### src/rtl/alu_pkg.sv
// Shared opcode and state definitions for seq_alu and the downstream datapath decoder.
package alu_pkg;

  localparam logic [3:0] OP_AND  = 4'b0000;
  localparam logic [3:0] OP_OR   = 4'b0001;
  localparam logic [3:0] OP_NOTA = 4'b0010;
  localparam logic [3:0] OP_NOR  = 4'b0011;
  localparam logic [3:0] OP_XOR  = 4'b0100;
  localparam logic [3:0] OP_NAND = 4'b0101;
  localparam logic [3:0] OP_ADD  = 4'b0110;
  localparam logic [3:0] OP_SUB  = 4'b0111;
  localparam logic [3:0] OP_CMP  = 4'b1000;
  localparam logic [3:0] OP_MUL  = 4'b1001;
  localparam logic [3:0] OP_SHL  = 4'b1010;
  localparam logic [3:0] OP_ASL  = 4'b1011;
  localparam logic [3:0] OP_LSR  = 4'b1100;
  localparam logic [3:0] OP_ASR  = 4'b1101;

  typedef enum logic {
    S_IDLE,
    S_MUL
  } state_t;

endpackage

### src/rtl/seq_alu_mul.sv
// Iterative unsigned shift-add multiplier: one partial product per clock, WIDTH clocks.
module seq_alu_mul #(
  parameter int unsigned WIDTH = 32
) (
  input  logic               clk,
  input  logic               rst,
  input  logic               load,
  input  logic [WIDTH-1:0]   a,
  input  logic [WIDTH-1:0]   b,
  output logic               busy,
  output logic               done,
  output logic [2*WIDTH-1:0] product
);

  localparam int unsigned CW = $clog2(WIDTH);

  logic [2*WIDTH-1:0] acc;
  logic [2*WIDTH-1:0] a_sh;
  logic [WIDTH-1:0]   b_sh;
  logic [CW-1:0]      cnt;
  logic [2*WIDTH-1:0] acc_next;

  always_comb begin
    acc_next = acc + (b_sh[0] ? a_sh : '0);
  end

  // product is the accumulator value that the final iteration is about to store
  assign product = acc_next;
  assign done    = busy && (cnt == CW'(WIDTH - 1));

  always_ff @(posedge clk) begin
    if (rst) begin
      busy <= 1'b0;
      cnt  <= '0;
      acc  <= '0;
      a_sh <= '0;
      b_sh <= '0;
    end else if (load) begin
      busy <= 1'b1;
      cnt  <= '0;
      acc  <= '0;
      a_sh <= {{WIDTH{1'b0}}, a};
      b_sh <= b;
    end else if (busy) begin
      acc  <= acc_next;
      a_sh <= a_sh << 1;
      b_sh <= b_sh >> 1;
      if (done) begin
        busy <= 1'b0;
        cnt  <= '0;
      end else begin
        cnt <= cnt + CW'(1);
      end
    end
  end

endmodule

### src/rtl/seq_alu.sv
// Registered ALU with start/ready handshake; single-cycle ops plus iterative MUL.
module seq_alu
  import alu_pkg::*;
#(
  parameter int unsigned WIDTH = 32
) (
  input  logic             clk,
  input  logic             rst,
  input  logic             start,
  input  logic [3:0]       sel,
  input  logic [WIDTH-1:0] A,
  input  logic [WIDTH-1:0] B,
  input  logic             Cin,
  output logic             ready,
  output logic             done,
  output logic [WIDTH-1:0] Y,
  output logic             Cout,
  output logic             Negative,
  output logic             Zero,
  output logic             Overflow
);

  state_t state, state_next;

  logic               accept;
  logic               mul_busy;
  logic               mul_done;
  logic [2*WIDTH-1:0] mul_product;
  logic [WIDTH:0]     add_sum;
  logic [WIDTH:0]     sub_sum;
  logic [WIDTH-1:0]   res;
  logic               wr_y;
  logic               res_c;
  logic               res_v;

  assign ready  = (state == S_IDLE) && !rst;
  assign accept = start && ready;

  seq_alu_mul #(.WIDTH(WIDTH)) u_mul (
    .clk    (clk),
    .rst    (rst),
    .load   (accept && (sel == OP_MUL)),
    .a      (A),
    .b      (B),
    .busy   (mul_busy),
    .done   (mul_done),
    .product(mul_product)
  );

  always_ff @(posedge clk) begin
    if (rst) state <= S_IDLE;
    else     state <= state_next;
  end

  always_comb begin
    state_next = state;
    case (state)
      S_IDLE: if (accept && (sel == OP_MUL)) state_next = S_MUL;
      S_MUL:  if (mul_done || !mul_busy)     state_next = S_IDLE;
      default: state_next = S_IDLE;
    endcase
  end

  assign add_sum = {1'b0, A} + {1'b0, B} + {{WIDTH{1'b0}}, Cin};
  assign sub_sum = {1'b0, A} + {1'b0, ~B} + (WIDTH + 1)'(1);

  always_comb begin
    res   = '0;
    wr_y  = 1'b1;
    res_c = 1'b0;
    res_v = 1'b0;
    case (sel)
      OP_AND:  res = A & B;
      OP_OR:   res = A | B;
      OP_NOTA: res = ~A;
      OP_NOR:  res = ~(A | B);
      OP_XOR:  res = A ^ B;
      OP_NAND: res = ~(A & B);
      OP_ADD: begin
        res   = add_sum[WIDTH-1:0];
        res_c = add_sum[WIDTH];
        res_v = (A[WIDTH-1] == B[WIDTH-1]) && (add_sum[WIDTH-1] != A[WIDTH-1]);
      end
      OP_SUB, OP_CMP: begin
        res   = sub_sum[WIDTH-1:0];
        res_c = sub_sum[WIDTH];
        res_v = (A[WIDTH-1] != B[WIDTH-1]) && (sub_sum[WIDTH-1] != A[WIDTH-1]);
        wr_y  = (sel == OP_SUB);
      end
      OP_SHL: begin
        res   = A << 1;
        res_c = A[WIDTH-1];
      end
      OP_ASL: begin
        res   = A << 1;
        res_c = A[WIDTH-1];
        res_v = A[WIDTH-1] ^ A[WIDTH-2];
      end
      OP_LSR: begin
        res   = A >> 1;
        res_c = A[0];
      end
      OP_ASR: begin
        res   = $unsigned($signed(A) >>> 1);
        res_c = A[0];
      end
      default: res = '0;
    endcase
  end

  // CMP takes Negative/Zero from the difference even though Y is left untouched
  always_ff @(posedge clk) begin
    if (rst) begin
      Y        <= '0;
      Cout     <= 1'b0;
      Negative <= 1'b0;
      Zero     <= 1'b0;
      Overflow <= 1'b0;
      done     <= 1'b0;
    end else begin
      done <= 1'b0;
      if (accept && (sel != OP_MUL)) begin
        if (wr_y) Y <= res;
        Cout     <= res_c;
        Negative <= res[WIDTH-1];
        Zero     <= (res == '0);
        Overflow <= res_v;
        done     <= 1'b1;
      end else if ((state == S_MUL) && mul_done) begin
        Y        <= mul_product[WIDTH-1:0];
        Cout     <= (mul_product[2*WIDTH-1:WIDTH] != '0);
        Overflow <= (mul_product[2*WIDTH-1:WIDTH] != '0);
        Negative <= mul_product[WIDTH-1];
        Zero     <= (mul_product[WIDTH-1:0] == '0);
        done     <= 1'b1;
      end
    end
  end

endmodule

### config.mk
export PLATFORM = sky130hd
export DESIGN_NAME = seq_alu
export DESIGN_NICKNAME = d
export VERILOG_FILES = /design/src/rtl/alu_pkg.sv /design/src/rtl/seq_alu_mul.sv /design/src/rtl/seq_alu.sv
export SDC_FILE = /design/constraint.sdc
export NUM_CORES = 1
export LEC_CHECK = 0
export CELL_PAD_IN_SITES_DETAIL_PLACEMENT = 1
export CELL_PAD_IN_SITES_GLOBAL_PLACEMENT = 2
export CORE_MARGIN = 4
export CORE_UTILIZATION = 36
export CTS_CLUSTER_SIZE = 10
export DETAILED_ROUTE_END_ITERATION = 10
export PLACE_DENSITY_LB_ADDON = 0.08
export SLEW_MARGIN = 10
export SYNTH_ARGS = -nofsm -noshare
export SYNTH_HDL_FRONTEND = slang
export SYNTH_SLANG_ARGS = --single-unit
### constraint.sdc
create_clock -name clk -period 6.2 [get_ports clk]
set_input_delay 1.24 -clock clk [delete_from_list [all_inputs] [get_ports clk]]
set_output_delay 1.24 -clock clk [all_outputs]
set_load 0.005 [all_outputs]
# Yosys cells after proc, flatten, opt, wreduce, memory -nomap -nowiden
# Cells that the tools add are included.
# totals
inputBits,72
out_inout_bits,38
ff_bits,204
elab_cells,98
# op_classes
add_sub_neg,6
muxes,28
reduce_logical,22
n_eq_ne,20
bitwise,9
# op_table
op,n
$pmux W32 S11,1
$mux W32,7
$not A32 Y32,4
$add A32 B32 Y33,2
$add A64 B64 Y64,1
$logic_not A32 Y1,2
$mux W64,1
$add A33 B1 Y33,1
$add A33 B1 Y33 const B,1
$and A32 B32 Y32,1
$or A32 B32 Y32,1
$reduce_bool A32 Y1,1
$xor A32 B32 Y32,1
$eq A4 B4 Y1 const B,6
$eq A4 B3 Y1 const B,4
$mux W1,15
$eq A4 B2 Y1 const B,2
$logic_and A1 B1 Y1,8
$reduce_or A2 Y1,4
$add A5 B1 Y5 const B,1
$eq A5 B5 Y1 const B,1
$mux W5,1
$eq A4 B1 Y1 const B,1
$logic_not A4 Y1,1
other kinds (13),17

# Depth between registers and ports, before layout
# depth
ltp_word,7
ltp_mapped,17
mapped_depth_nobuf,16

# Hierarchy
# From an unflattened synthesis, not the netlist that was laid out.
# unflattened
cells_unflattened,2714
area_unflattened_um2,20368.3
# modules_own_cells
module,area_per_inst_um2,seq_area_each_um2,cells_each,instances
seq_alu_mul,11029.3,3323.2,1347,1
seq_alu,9339.0,760.7,1367,1

# Least setup slack after synthesis
# Ideal clock, no wire load.
# synth_timing
path_type,input-to-reg
startpoint,in A[0]
endpoint,reg Zero
setup_slack_ns,1.240
setup_time_ns,0.057
t_arrival_ns,4.902
stages,16
t_required_ns,6.143
cell_sequence,inv_1 > ha_1 > inv_1 > fa_1 > nor2b_1 > o221ai_1 > a21oi_1 > a2111o_1 > a221o_1 > or4_1 > or4_1 > or3_1 > nor4_1 > nand4b_1 > nor4_1 > a21o_1
# synth_between
elab_chain_cells,5
elab_cells_between_ends,13
# synth_lines
element,line_no,rtl
"start, declared",seq_alu.sv:11,"input logic [WIDTH-1:0] A,"
"$add A32 B32 Y33, or another cell as far along",seq_alu.sv:65,"assign sub_sum = {1'b0, A} + {1'b0, ~B} + (WIDTH + 1)'(1);"
"$add A33 B1 Y33, or another cell as far along",seq_alu.sv:65,
$pmux W32 S11 (*),seq_alu.sv:72,case (sel)
$logic_not A32 Y1 (*),seq_alu.sv:126,Zero <= (res == '0);
$mux W1 (*),seq_alu.sv:122,if (accept && (sel != OP_MUL)) begin
"end signal, assigned",seq_alu.sv:126,
"end signal, assigned",seq_alu.sv:134,Zero <= (mul_product[WIDTH-1:0] == '0);
"end, declared",seq_alu.sv:19,"output logic Zero,"
# Mark *: on every way between the ends. The rest lies on a longest branch, timed or not.
# A chain may end at the register's enable or synchronous reset.

# Worst setup path in the final report
# Ends and elaborated chain as after synthesis.

==> results.py <==
metrics = {
    "synth": {
        "syn_area_um2": 19600,
        "ys_ff_latch": 204,
        "syn_inst": 2632,
        "synthArstFlopShare": 0,
        "postSynthAreaPerCell_um2": 7.44,
        "yosysWarnings": 0,
        "synth_edf_count": 0,
        "yosysUniqueCellTypes": 86,
        "syn_nets": 2880,
        "ys_seq_area_frac": 0.208,
        "ys.flop_type": "dfxtp_1",
    },
    "clocking": {
        "clk_latency_ps": 610,
        "postCtsHoldBufs": 0,
        "cts-resized-gates": 0,
        "cts_made_buffers": 28,
        "clk_path_buf_depth": 3,
        "clock_sinks": 204,
        "clockRootBuffer": "clkbuf_16",
        "cts_tree": "built",
        "clk_pin_slew_ps": 60,
        "htree_levels": 1,
        "postCtsSetupBuffers": 0,
    },
    "finish": {
        "seq_area_um2": 4090,
        "multi_input_area_um2": 14400,
        "finalNetCount": 2954,
        "final_common_cell": "nor2_1",
        "final_cells": 3420,
        "n_antenna_cell": 0,
        "syn_to_final_growth_pct": 15.7,
        "fill_cells": 6592,
        "layout_common_cells": "371 x nor2_1, 220 x a21oi_1, 203 x dfxtp_1",
        "drive_above_1_share": 0.0720,
    },
    "place": {
        "gp_congestion": 0.968,
        "dp.cells": 3372,
        "hpwl_mm": 71.5,
        "io_buffers": 109,
        "dpl_worst_slack_ps": 63.6,
    },
    "critical_path": {
        "crit_slowest_cell": "or4_1",
        "endpoint_kind": "register",
        "r2r_setup_slack_ps": 800,
        "path_max_fanout": 3,
        "cpPeakStageDelay_ps": 560,
        "critical-path-top-delay-family": "simple AND/OR/NAND/NOR gates",
        "crit_type": "in2reg",
        "crit_top_cell": "or4_1",
        "cp_cell_sequence": "clkdlybuf4s50_1, fa_1, a211oi_1, nor2_1, a221o_1, a221o_1, or4_1, or4_1, or4_1, or3_1, nor4_1, nand4b_1, nor4_1, a21o_1",
        "start_kind": "input pin",
        "cp.required_ps": 6730,
        "worstPathBufferInverterCount": 1,
        "crit_arrival_ps": 6170,
    },
    "floorplan": {
        "core_area_um2": 53800,
        "rows": 85,
        "dieArea_um2": 58200,
        "initial_core_util": 0.364,
        "die_x_um": 241,
        "num_io_pins": 110,
        "die_h_um": 241,
    },
    "routing": {
        "drc": 0,
        "wl_mm": 90.9,
        "via_per_inst": 6.11,
        "dr.pass1.iters": 5,
        "ant_nets": 0,
        "vias": 20900,
        "drt_iter0_markers": 1498,
        "wl_per_cell_um": 26.6,
    },
    "sta": {
        "holdWs_ps": 464,
        "relSlewSlack": 0.330,
        "worst_pin_slew_ps": 1000,
        "fmax_mhz": 177,
        "fin_crit_ps": 5640,
        "finClkSkew_ps": 24.3,
        "maxSlewViolCount": 0,
        "finalSetupViolations": 0,
        "rsz0062_at_grt": "false",
        "period_share": 0.909,
        "setup_slack_ps": 563,
        "hold_violations": 0,
        "fin_tns_setup_ps": 0,
    },
    "global_routing": {
        "grt_max_degree": 85,
        "use_met3": 0.0393,
        "antenna_found_initial": 3,
        "gr-usage-met1": 0.404,
        "grt_pass1_wl_mm": 136,
        "gr-usage-met2": 0.515,
        "grt_pass1_vias": 21400,
        "busiest_layer": "met2",
        "grtUsageTotal": 0.303,
        "grt_overflow": 0,
    },
    "worst_hold_path": {
        "min_path_type": "reg2reg",
    },
    "power": {
        "p_leak_nw": 8.72,
        "powerDensity_nw_per_um2": 175,
        "ir_drop_v": 0.000217,
    },
    "run": {
        "cap_viol_max_count": 0,
    },
    "run_status": {
        "status": "completed",
    },
}
## synth_stat cells, drive strengths merged (7+ instances only)
| master | instances | area (um2) |
|---|---|---|
| nor2 | 372 | 1400 |
| a21oi | 220 | 1100 |
| dfxtp | 204 | 4080 |
| ha | 172 | 2150 |
| mux2i | 161 | 1610 |
| nand2 | 146 | 556 |
| clkbuf | 144 | 541 |
| o21ai | 129 | 646 |
| inv | 121 | 454 |
| a211oi | 112 | 841 |
| and2 | 80 | 500 |
| nor3 | 59 | 295 |
| xnor2 | 48 | 420 |
| nand3 | 38 | 190 |
| nand4 | 38 | 238 |
| buf | 32 | 149 |
| nor2b | 31 | 201 |
| a21o | 30 | 225 |
| xor2 | 30 | 263 |
| o21a | 28 | 210 |
| o22ai | 27 | 169 |
| a22oi | 24 | 180 |
| o211ai | 24 | 185 |
| nor4 | 22 | 138 |
| o21bai | 22 | 165 |
| a221oi | 21 | 184 |
| nand2b | 20 | 125 |
| o31ai | 17 | 128 |
| or3 | 17 | 106 |
| a2111oi | 15 | 131 |
| o221ai | 15 | 131 |
| a211o | 14 | 123 |
| a31oi | 14 | 87.6 |
| or4 | 13 | 97.6 |
| or2 | 12 | 75.1 |
| o41ai | 11 | 96.3 |
| a221o | 9 | 90.1 |
| and3 | 9 | 61.3 |
| a22o | 8 | 70.1 |
| a2bb2oi | 8 | 70.1 |
| o2111ai | 7 | 61.3 |
| o311ai | 7 | 61.3 |
| o31a | 7 | 61.3 |
## flip-flops by register name, indices dropped and copies added, names as in the netlist
name and cells:
Cout 1, Negative 1, Overflow 1, Y 32, Zero 1, done 1, state 1, u_mul.a_sh 64
u_mul.acc 64, u_mul.b_sh 32, u_mul.busy 1, u_mul.cnt 5
## path summary, 6_finish.rpt
check	start	endpoint	cells after the start
min reg2reg	Y[29]$_SDFFE_PP0P_	Y[29]$_SDFFE_PP0P_	2
max	A[0]	Zero$_SDFFE_PP0P_	14
min	Y[29]$_SDFFE_PP0P_	Y[29]$_SDFFE_PP0P_	2
max reg2reg	u_mul.b_sh[0]$_SDFFE_PP0P_	Cout$_SDFFE_PP0P_	16
## layout make-up
cell class,count,share of cell area
Tap cell,696,0.0384
Clock buffer,41,0.0357
Sequential cell,204,0.180
Timing Repair Buffer,220,0.0853
Multi-Input combinational cell,2131,0.635
Clock inverter,7,0.00519
Inverter,121,0.0200
## report_power, final
group	total, mW	switching, mW	internal (mW)	leakage (nW)
Clock	1.66	0.674	0.983	0.453
Sequential	1.34	0.0143	1.33	1.65
Combinational	0.969	0.620	0.349	6.62
## kinds of logic after synthesis
family                     Yosys count  synth area share
and+or+nand+nor                    891             0.218
AOI/OAI and AO/OA                  819             0.280
buffers and inverters              297            0.0584
DFF                                204             0.208
adders and majority gates          176             0.114
muxes                              167            0.0857
xor gates and xnor gates            78            0.0349
## worst register-to-register path, delay by kind of cell (launching register included)
kind | cells | cell delay [ps]
flops | 1 | 320
simple gates | 6 | 2090
fa+ha+maj | 1 | 290
buf+inv | 2 | 700
xor+xnor | 1 | 220
compound gates | 6 | 1650
## through the flow
stage	util	cell area [um2]	total power [mW]
4_1_cts	0.421	22700	3.99
2_1_floorplan	-	19600	1.89
3_3_place_gp	0.404	21700	2.31
3_5_place_dp	0.404	21700	2.32
5_1_grt	0.421	22700	4.12
6_report	0.421	22700	3.96
## layer usage
layer / part of all wire / vias to the layer above
met2: 0.47 / 574
met1: 0.46 / 10400
li1: - / 9783
met5: 0.00026 / -
met3: 0.045 / 157
met4: 0.034 / 4
Power figures use the tool's default switching activity.
